==> config.mk <==
export PLATFORM = sky130hd
export DESIGN_NAME = siren_gen_flat
export DESIGN_NICKNAME = d
export VERILOG_FILES = /design/src/rtl/siren_gen_if.sv /design/src/rtl/siren_gen.sv /design/src/flat_wrapper.sv
export SDC_FILE = /design/constraint.sdc
export NUM_CORES = 1
export LEC_CHECK = 0
export BUFFER_PORTS_ARGS = -buffer_cell sky130_fd_sc_hd__buf_4
export CAP_MARGIN = 0
export CORE_UTILIZATION = 45
export CTS_CLUSTER_SIZE = 10
export DETAILED_ROUTE_END_ITERATION = 8
export GPL_TIMING_DRIVEN = 0
export PLACE_DENSITY = 0.62
export SYNTH_ARGS = -nofsm -noshare
export SYNTH_HDL_FRONTEND = slang
export SYNTH_SLANG_ARGS = --single-unit
==> constraint.sdc <==
create_clock -name CLK -period 8.3 [get_ports CLK]
set_input_delay 0.83 -clock CLK [delete_from_list [all_inputs] [get_ports CLK]]
set_output_delay 0.83 -clock CLK [all_outputs]
set_load 0.02 [all_outputs]
==> src/rtl/siren_gen_if.sv <==
// siren_gen_if: control/status bundle for the siren tone generator.
//   EN, MODE            : enable and mode select (driven by the controller)
//   SPEAKER             : square-wave speaker drive
//   ACTIVE              : tone being generated
//   HALF_PERIOD [HPW]   : current half-period in clock cycles
//   USBPU               : USB pull-up, tied low by the generator
// HPW must match the HPW parameter of the siren_gen instance it connects to.
interface siren_gen_if #(
  parameter int HPW = 16
);
  logic           EN;
  logic [1:0]     MODE;
  logic           SPEAKER;
  logic           ACTIVE;
  logic [HPW-1:0] HALF_PERIOD;
  logic           USBPU;

  modport master (output EN, MODE, input SPEAKER, ACTIVE, HALF_PERIOD, USBPU);
  modport slave  (input EN, MODE, output SPEAKER, ACTIVE, HALF_PERIOD, USBPU);
endinterface

==> src/rtl/siren_gen.sv <==
// siren_gen: multi-mode siren tone generator on one square-wave pin.
//   MODE 0 off, 1 hi-lo alternation, 2 wail (slow sweep), 3 yelp (fast sweep).
// Ports:
//   CLK  system clock
//   RST  asynchronous active-high reset
//   bus  siren_gen_if.slave: EN, MODE in; SPEAKER, ACTIVE, HALF_PERIOD, USBPU out
// Build option: define SIREN_YELP_EN to make mode 3 sweep at SWEEP_CYC>>2;
// otherwise mode 3 behaves as wail (a 2<->3 change still restarts the tone).
module siren_gen #(
  parameter int CLK_HZ     = 16000000,
  parameter int HPW        = 16,
  parameter int HP_LO      = 18181,
  parameter int HP_HI      = 9090,
  parameter int PHASE_CYC  = 8388608,
  parameter int SWEEP_CYC  = 3520,
  parameter int SWEEP_STEP = 1
) (
  input logic       CLK,
  input logic       RST,
  siren_gen_if.slave bus
);
  localparam int PW  = (PHASE_CYC > 1) ? $clog2(PHASE_CYC) : 1;
  localparam int SWW = $clog2(SWEEP_CYC);

  localparam logic [HPW-1:0] LO      = HPW'(HP_LO);
  localparam logic [HPW-1:0] HI      = HPW'(HP_HI);
  localparam logic [HPW:0]   LO_X    = (HPW+1)'(HP_LO);
  localparam logic [HPW:0]   HI_X    = (HPW+1)'(HP_HI);
  localparam logic [HPW:0]   STEP_X  = (HPW+1)'(SWEEP_STEP);
  localparam logic [PW-1:0]  PH_LAST = PW'(PHASE_CYC - 1);
  localparam logic [SWW-1:0] SW_LAST = SWW'(SWEEP_CYC - 1);
`ifdef SIREN_YELP_EN
  localparam logic [SWW-1:0] YL_LAST = SWW'((SWEEP_CYC >> 2) - 1);
`endif

  typedef enum logic {IDLE, RUN} state_t;

  state_t         st, st_d;
  logic [1:0]     mode_q, mode_d;
  logic [HPW-1:0] hp, hp_d, tcnt, tcnt_d;
  logic [PW-1:0]  ph, ph_d;
  logic [SWW-1:0] sw, sw_d, sw_last;
  logic           dn, dn_d;      // 1: hp rising (pitch falling), 0: hp falling
  logic           spk, spk_d;
  logic           go;
  logic [HPW:0]   hp_sub, hp_add;

  assign go     = bus.EN && (bus.MODE != 2'd0);
  // One guard bit so hp - step can never wrap into a large value.
  assign hp_sub = {1'b0, hp} - STEP_X;
  assign hp_add = {1'b0, hp} + STEP_X;

`ifdef SIREN_YELP_EN
  assign sw_last = (mode_q == 2'd3) ? YL_LAST : SW_LAST;
`else
  assign sw_last = SW_LAST;
`endif

  always_ff @(posedge CLK or posedge RST) begin
    if (RST) begin
      st     <= IDLE;
      mode_q <= 2'd0;
      hp     <= LO;
      tcnt   <= '0;
      ph     <= '0;
      sw     <= '0;
      dn     <= 1'b0;
      spk    <= 1'b0;
    end else begin
      st     <= st_d;
      mode_q <= mode_d;
      hp     <= hp_d;
      tcnt   <= tcnt_d;
      ph     <= ph_d;
      sw     <= sw_d;
      dn     <= dn_d;
      spk    <= spk_d;
    end
  end

  always_comb begin
    st_d   = st;
    mode_d = mode_q;
    hp_d   = hp;
    tcnt_d = tcnt;
    ph_d   = ph;
    sw_d   = sw;
    dn_d   = dn;
    spk_d  = spk;
    if (!go) begin
      st_d   = IDLE;
      mode_d = 2'd0;
      hp_d   = LO;
      tcnt_d = '0;
      ph_d   = '0;
      sw_d   = '0;
      dn_d   = 1'b0;
      spk_d  = 1'b0;
    end else if (st == IDLE || bus.MODE != mode_q) begin
      // Restart: entering active, or switching between nonzero modes.
      st_d   = RUN;
      mode_d = bus.MODE;
      hp_d   = LO;
      tcnt_d = LO - HPW'(1);
      ph_d   = '0;
      sw_d   = '0;
      dn_d   = 1'b0;
      spk_d  = 1'b0;
    end else begin
      // Reload reads the registered hp, so a same-edge pitch step only
      // affects the following half-period.
      if (tcnt == '0) begin
        spk_d  = ~spk;
        tcnt_d = hp - HPW'(1);
      end else begin
        tcnt_d = tcnt - HPW'(1);
      end
      if (mode_q == 2'd1) begin
        if (ph == PH_LAST) begin
          ph_d = '0;
          hp_d = (hp == LO) ? HI : LO;
        end else begin
          ph_d = ph + PW'(1);
        end
      end else begin
        if (sw == sw_last) begin
          sw_d = '0;
          if (!dn) begin
            if (hp_sub[HPW] || hp_sub <= HI_X) begin
              hp_d = HI;
              dn_d = 1'b1;
            end else begin
              hp_d = hp_sub[HPW-1:0];
            end
          end else begin
            if (hp_add >= LO_X) begin
              hp_d = LO;
              dn_d = 1'b0;
            end else begin
              hp_d = hp_add[HPW-1:0];
            end
          end
        end else begin
          sw_d = sw + SWW'(1);
        end
      end
    end
  end

  assign bus.SPEAKER     = spk;
  assign bus.ACTIVE      = (st == RUN);
  assign bus.HALF_PERIOD = hp;
  assign bus.USBPU       = 1'b0;
endmodule

==> src/flat_wrapper.sv <==
// flat-port wrapper written by rule: the top's interface ports become plain ports
module siren_gen_flat 
#(
  parameter int CLK_HZ     = 16000000,
  parameter int HPW        = 16,
  parameter int HP_LO      = 18181,
  parameter int HP_HI      = 9090,
  parameter int PHASE_CYC  = 8388608,
  parameter int SWEEP_CYC  = 3520,
  parameter int SWEEP_STEP = 1
)
  (CLK, RST, bus_EN, bus_MODE, bus_SPEAKER, bus_ACTIVE, bus_HALF_PERIOD, bus_USBPU);
  siren_gen_if #(.HPW(HPW)) bus_i ();
  input logic CLK;
  input logic RST;
  input wire logic [$bits(bus_i.EN)-1:0] bus_EN;
  input wire logic [$bits(bus_i.MODE)-1:0] bus_MODE;
  output wire logic [$bits(bus_i.SPEAKER)-1:0] bus_SPEAKER;
  output wire logic [$bits(bus_i.ACTIVE)-1:0] bus_ACTIVE;
  output wire logic [$bits(bus_i.HALF_PERIOD)-1:0] bus_HALF_PERIOD;
  output wire logic [$bits(bus_i.USBPU)-1:0] bus_USBPU;
  assign bus_i.EN = bus_EN;
  assign bus_i.MODE = bus_MODE;
  assign bus_SPEAKER = bus_i.SPEAKER;
  assign bus_ACTIVE = bus_i.ACTIVE;
  assign bus_HALF_PERIOD = bus_i.HALF_PERIOD;
  assign bus_USBPU = bus_i.USBPU;
  siren_gen #(.CLK_HZ(CLK_HZ), .HPW(HPW), .HP_LO(HP_LO), .HP_HI(HP_HI), .PHASE_CYC(PHASE_CYC), .SWEEP_CYC(SWEEP_CYC), .SWEEP_STEP(SWEEP_STEP)) u_core (.CLK(CLK), .RST(RST), .bus(bus_i));
endmodule
==> impl_metrics.json <==
{
  "status": "finished clean",
  "maxCapViolations": 0,
  "grt_remaining_overflow": 0,
  "drive_above_1_share_pct": 10.2,
  "r2r-end": "u_core.bus.HALF_PERIOD[3]",
  "tightest_slew_ns": 1.30,
  "critPathLaunchType": "register",
  "clk_pin_slew_ns": 0.06,
  "dp_hpwl_mm": 12.3,
  "grt_usage_pct": 30.6,
  "port_buffers": 22,
  "wirelength_mm": 16.8,
  "antenna_found_initial": 0,
  "async_reset_ff_share_pct": 100,
  "switching_power_uw": 197,
  "min_period_over_period_pct": 51.4,
  "dp.cells": 801,
  "grt_max_degree": 51,
  "num_vias": 5142,
  "crit_type": "reg -> reg",
  "wl_per_cell_um": 20.5,
  "max_slew_margin_pct": 13.0,
  "clk_latency_ns": 0.35,
  "drc": 0,
  "cts_setup_buffers": 0,
  "finalSetupViolCount": 0,
  "power.internal_uw": 589,
  "worst_setup_path_end_kind": "register",
  "initial_core_util_pct": 46.9,
  "yosysWarnings": 0,
  "clock.fmax_mhz": 234,
  "syn_nets": 649,
  "cp-startpoint": "u_core.bus.HALF_PERIOD[0]",
  "synth_edf_count": 0,
  "synth.most_common_cell": "nand2_1",
  "p_leak_nw": 2.35,
  "cts-resized-gates": 0,
  "drt-initial-drc-count": 522,
  "cts_sinks": 72,
  "dr.pass1.iters": 5,
  "r2r_start": "u_core.bus.HALF_PERIOD[0]",
  "critPathMaxStageDelay_ns": 0.65,
  "die_w_um": 109,
  "cts_hold_buf": 0,
  "clock_power_share_pct": 46.1,
  "postRouteAntennaNets": 0,
  "powerDensity_nw_per_um2": 136,
  "io_pins": 24,
  "seqPwrFrac_pct": 45.6,
  "path_delay_family": "compound AO/OA/AOI/OAI gates",
  "yosysTopAreaCell": "dfrtp_1",
  "worst-path-stages": 12,
  "endpoint": "u_core.bus.HALF_PERIOD[3]",
  "ys_seq_area_share_pct": 35.2,
  "cts_buffers": 9,
  "clockBufferDepth": 2,
  "areaGrowthSynthToFinish_pct": 12.7,
  "fillers": 1039,
  "setup_tns_ns": 0,
  "hp-class": "in -> async",
  "crit_fanout": 10,
  "seq_area_um2": 1810,
  "synth_seq_cells": 72,
  "diodes": 0,
  "vias_per_cell": 6.29,
  "crit_slowest_cell": "a311oi_4",
  "combPwrFrac_pct": 8.2,
  "synth_cell_types": 76,
  "die_height_um": 109,
  "place.gp.congestion": 0.930,
  "reg2regPathDepth": 12,
  "rsz0062_at_grt": "false",
  "finalNonFillerCells": 817,
  "switching_share_pct": 25.1,
  "syn_area_um2": 5150,
  "fin_skew_ns": 0.00803,
  "path_cells": "clkbuf_1 -> inv_1 -> ha_1 -> clkbuf_1 -> o21bai_1 -> a211o_1 -> a311oi_1 -> a2111oi_4 -> a311oi_4 -> nor2_4 -> o2111ai_1 -> o2111ai_1",
  "fin_crit_ns": 4.27,
  "synthTopCellsByArea": "dfrtp_1 32%, o21ai_0 5.3%, nand2_1 5.0%, nor2_1 4.7%, a21oi_1 4.3%",
  "synth_top_area_share_pct": 32.1,
  "grt_pass1_wl_mm": 27.1,
  "r2r_slack_ns": 4.03,
  "path_buf_inv": 3,
  "multi_input_area_um2": 3110,
  "h-tree-depth": 3,
  "maxSlewViolCount": 0,
  "arrival_ns": 4.44,
  "grt_pass1_vias": 5024,
  "synth_area_per_cell_um2": 8.08,
  "fin_nets": 684,
  "crit_required_ns": 8.47,
  "finalHoldViolations": 0,
  "synthCells": 637,
  "vdd_drop_max_uv": 139,
  "ys_top_cells_by_count": "69 x nand2_1, 66 x dfrtp_1, 64 x nor2_1",
  "num_rows": 38,
  "cts_root_buffer": "clkbuf_16",
  "core_area_um2": 11000,
  "die_area_um2": 11900,
  "synth_top_flop_cell": "dfrtp_1",
  "cts_tree": "yes"
}
-- through the flow --
step | utilization, % | cell area (µm²) | setup slack [ns] | hold WS (ns) | total power, mW
finish | 52.8 | 5800 | 4.03 | 0.449 | 0.786
global route | 52.8 | 5800 | 3.85 | 0.469 | 0.820
CTS | 52.8 | 5800 | 4.12 | 0.446 | 0.798
detailed placement | 50.3 | 5520 | 3.86 | 0.475 | 0.429
global placement | 50.0 | 5490 | 3.78 | 0.467 | 0.425
floorplan | - | 5150 | 4.84 | 0.438 | 0.410
-- metal layers --
layer  track usage [%]  wire (µm)  up-vias
met5                 0          0        -
li1                  -          -     2434
met1              38.7       7010     2444
met3              6.10       1230       44
met4              14.9        552        0
met2              49.6       8000      220
-- power groups by stage --
stage	clock network, mW	registers (mW)	logic, mW
3_3_place_gp	0	0.364	0.0609
5_1_grt	0.389	0.359	0.0724
4_1_cts	0.375	0.358	0.0646
2_1_floorplan	0	0.364	0.0458
3_5_place_dp	0	0.365	0.0640
6_report	0.363	0.359	0.0649
-- cells by family (layout without fill, tap and decap cells) --
| kind of cell | after synthesis | after routing | synth area share, % |
|---|---|---|---|
| AOI/OAI and AO/OA | 193 | 193 | 25.2 |
| xor gates and xnor gates | 28 | 28 | 4.77 |
| adders and majority gates | 7 | 7 | 1.70 |
| buffers and inverters | 56 | 96 | 4.33 |
| DFF | 72 | 72 | 35.2 |
| muxes | 7 | 7 | 1.41 |
| other | 1 | 1 | 0.0729 |
| and+or+nand+nor | 273 | 273 | 27.3 |
-- worst min-delay path by stage --
stage	from	endpoint	depth (start not counted)
final	RST	u_core.ph[3]	2
after global routing	RST	u_core.ph[3]	2
after detailed placement	u_core.ph[21]	u_core.ph[21]	1
after CTS	RST	u_core.ph[3]	2
after floorplan	u_core.ph[21]	u_core.ph[21]	1
after global placement	u_core.ph[21]	u_core.ph[21]	1
-- layout make-up --
cell class / count / area share, %
clock inverter: 5 / 0.561
inverter: 15 / 1.01
timing repair buffer: 24 / 3.45
sequential: 72 / 31.2
clock buffer: 11 / 4.19
multi-input combinational: 509 / 53.7
buffer: 41 / 2.87
tap: 140 / 3.02
-- sequential cells by signal (all words and copies together), names as in the netlist --
name and cells:
u_core.bus.ACTIVE 1, u_core.tcnt 16, u_core.bus.HALF_PERIOD 16, u_core.dn 1, u_core.sw 12, u_core.ph 23
u_core.bus.SPEAKER 1, u_core.mode_q 2
-- placed cells by master, fill, tap and decap left out, drive strengths merged, types with 9 or more instances in the layout --
cell / count
a21oi: 44
and3: 19
o31ai: 11
dfrtp: 66
a211oi: 9
xnor2: 10
nor3: 21
xor2: 18
o21ai: 54
buf: 30
inv: 14
clkbuf: 46
nand2: 69
nor2: 65
a31oi: 12
nand3: 26
or3: 12
nand4: 11
-- worst reg2reg max path, delay by kind of cell (launching register included) --
| family | cells | cell delay [ns] |
|---|---|---|
| compound gates | 7 | 2.34 |
| fa+ha+maj | 1 | 0.23 |
| buf+inv | 3 | 0.78 |
| flops | 1 | 0.60 |
| simple gates | 1 | 0.14 |
No activity file was read; power rests on OpenSTA's default activity.
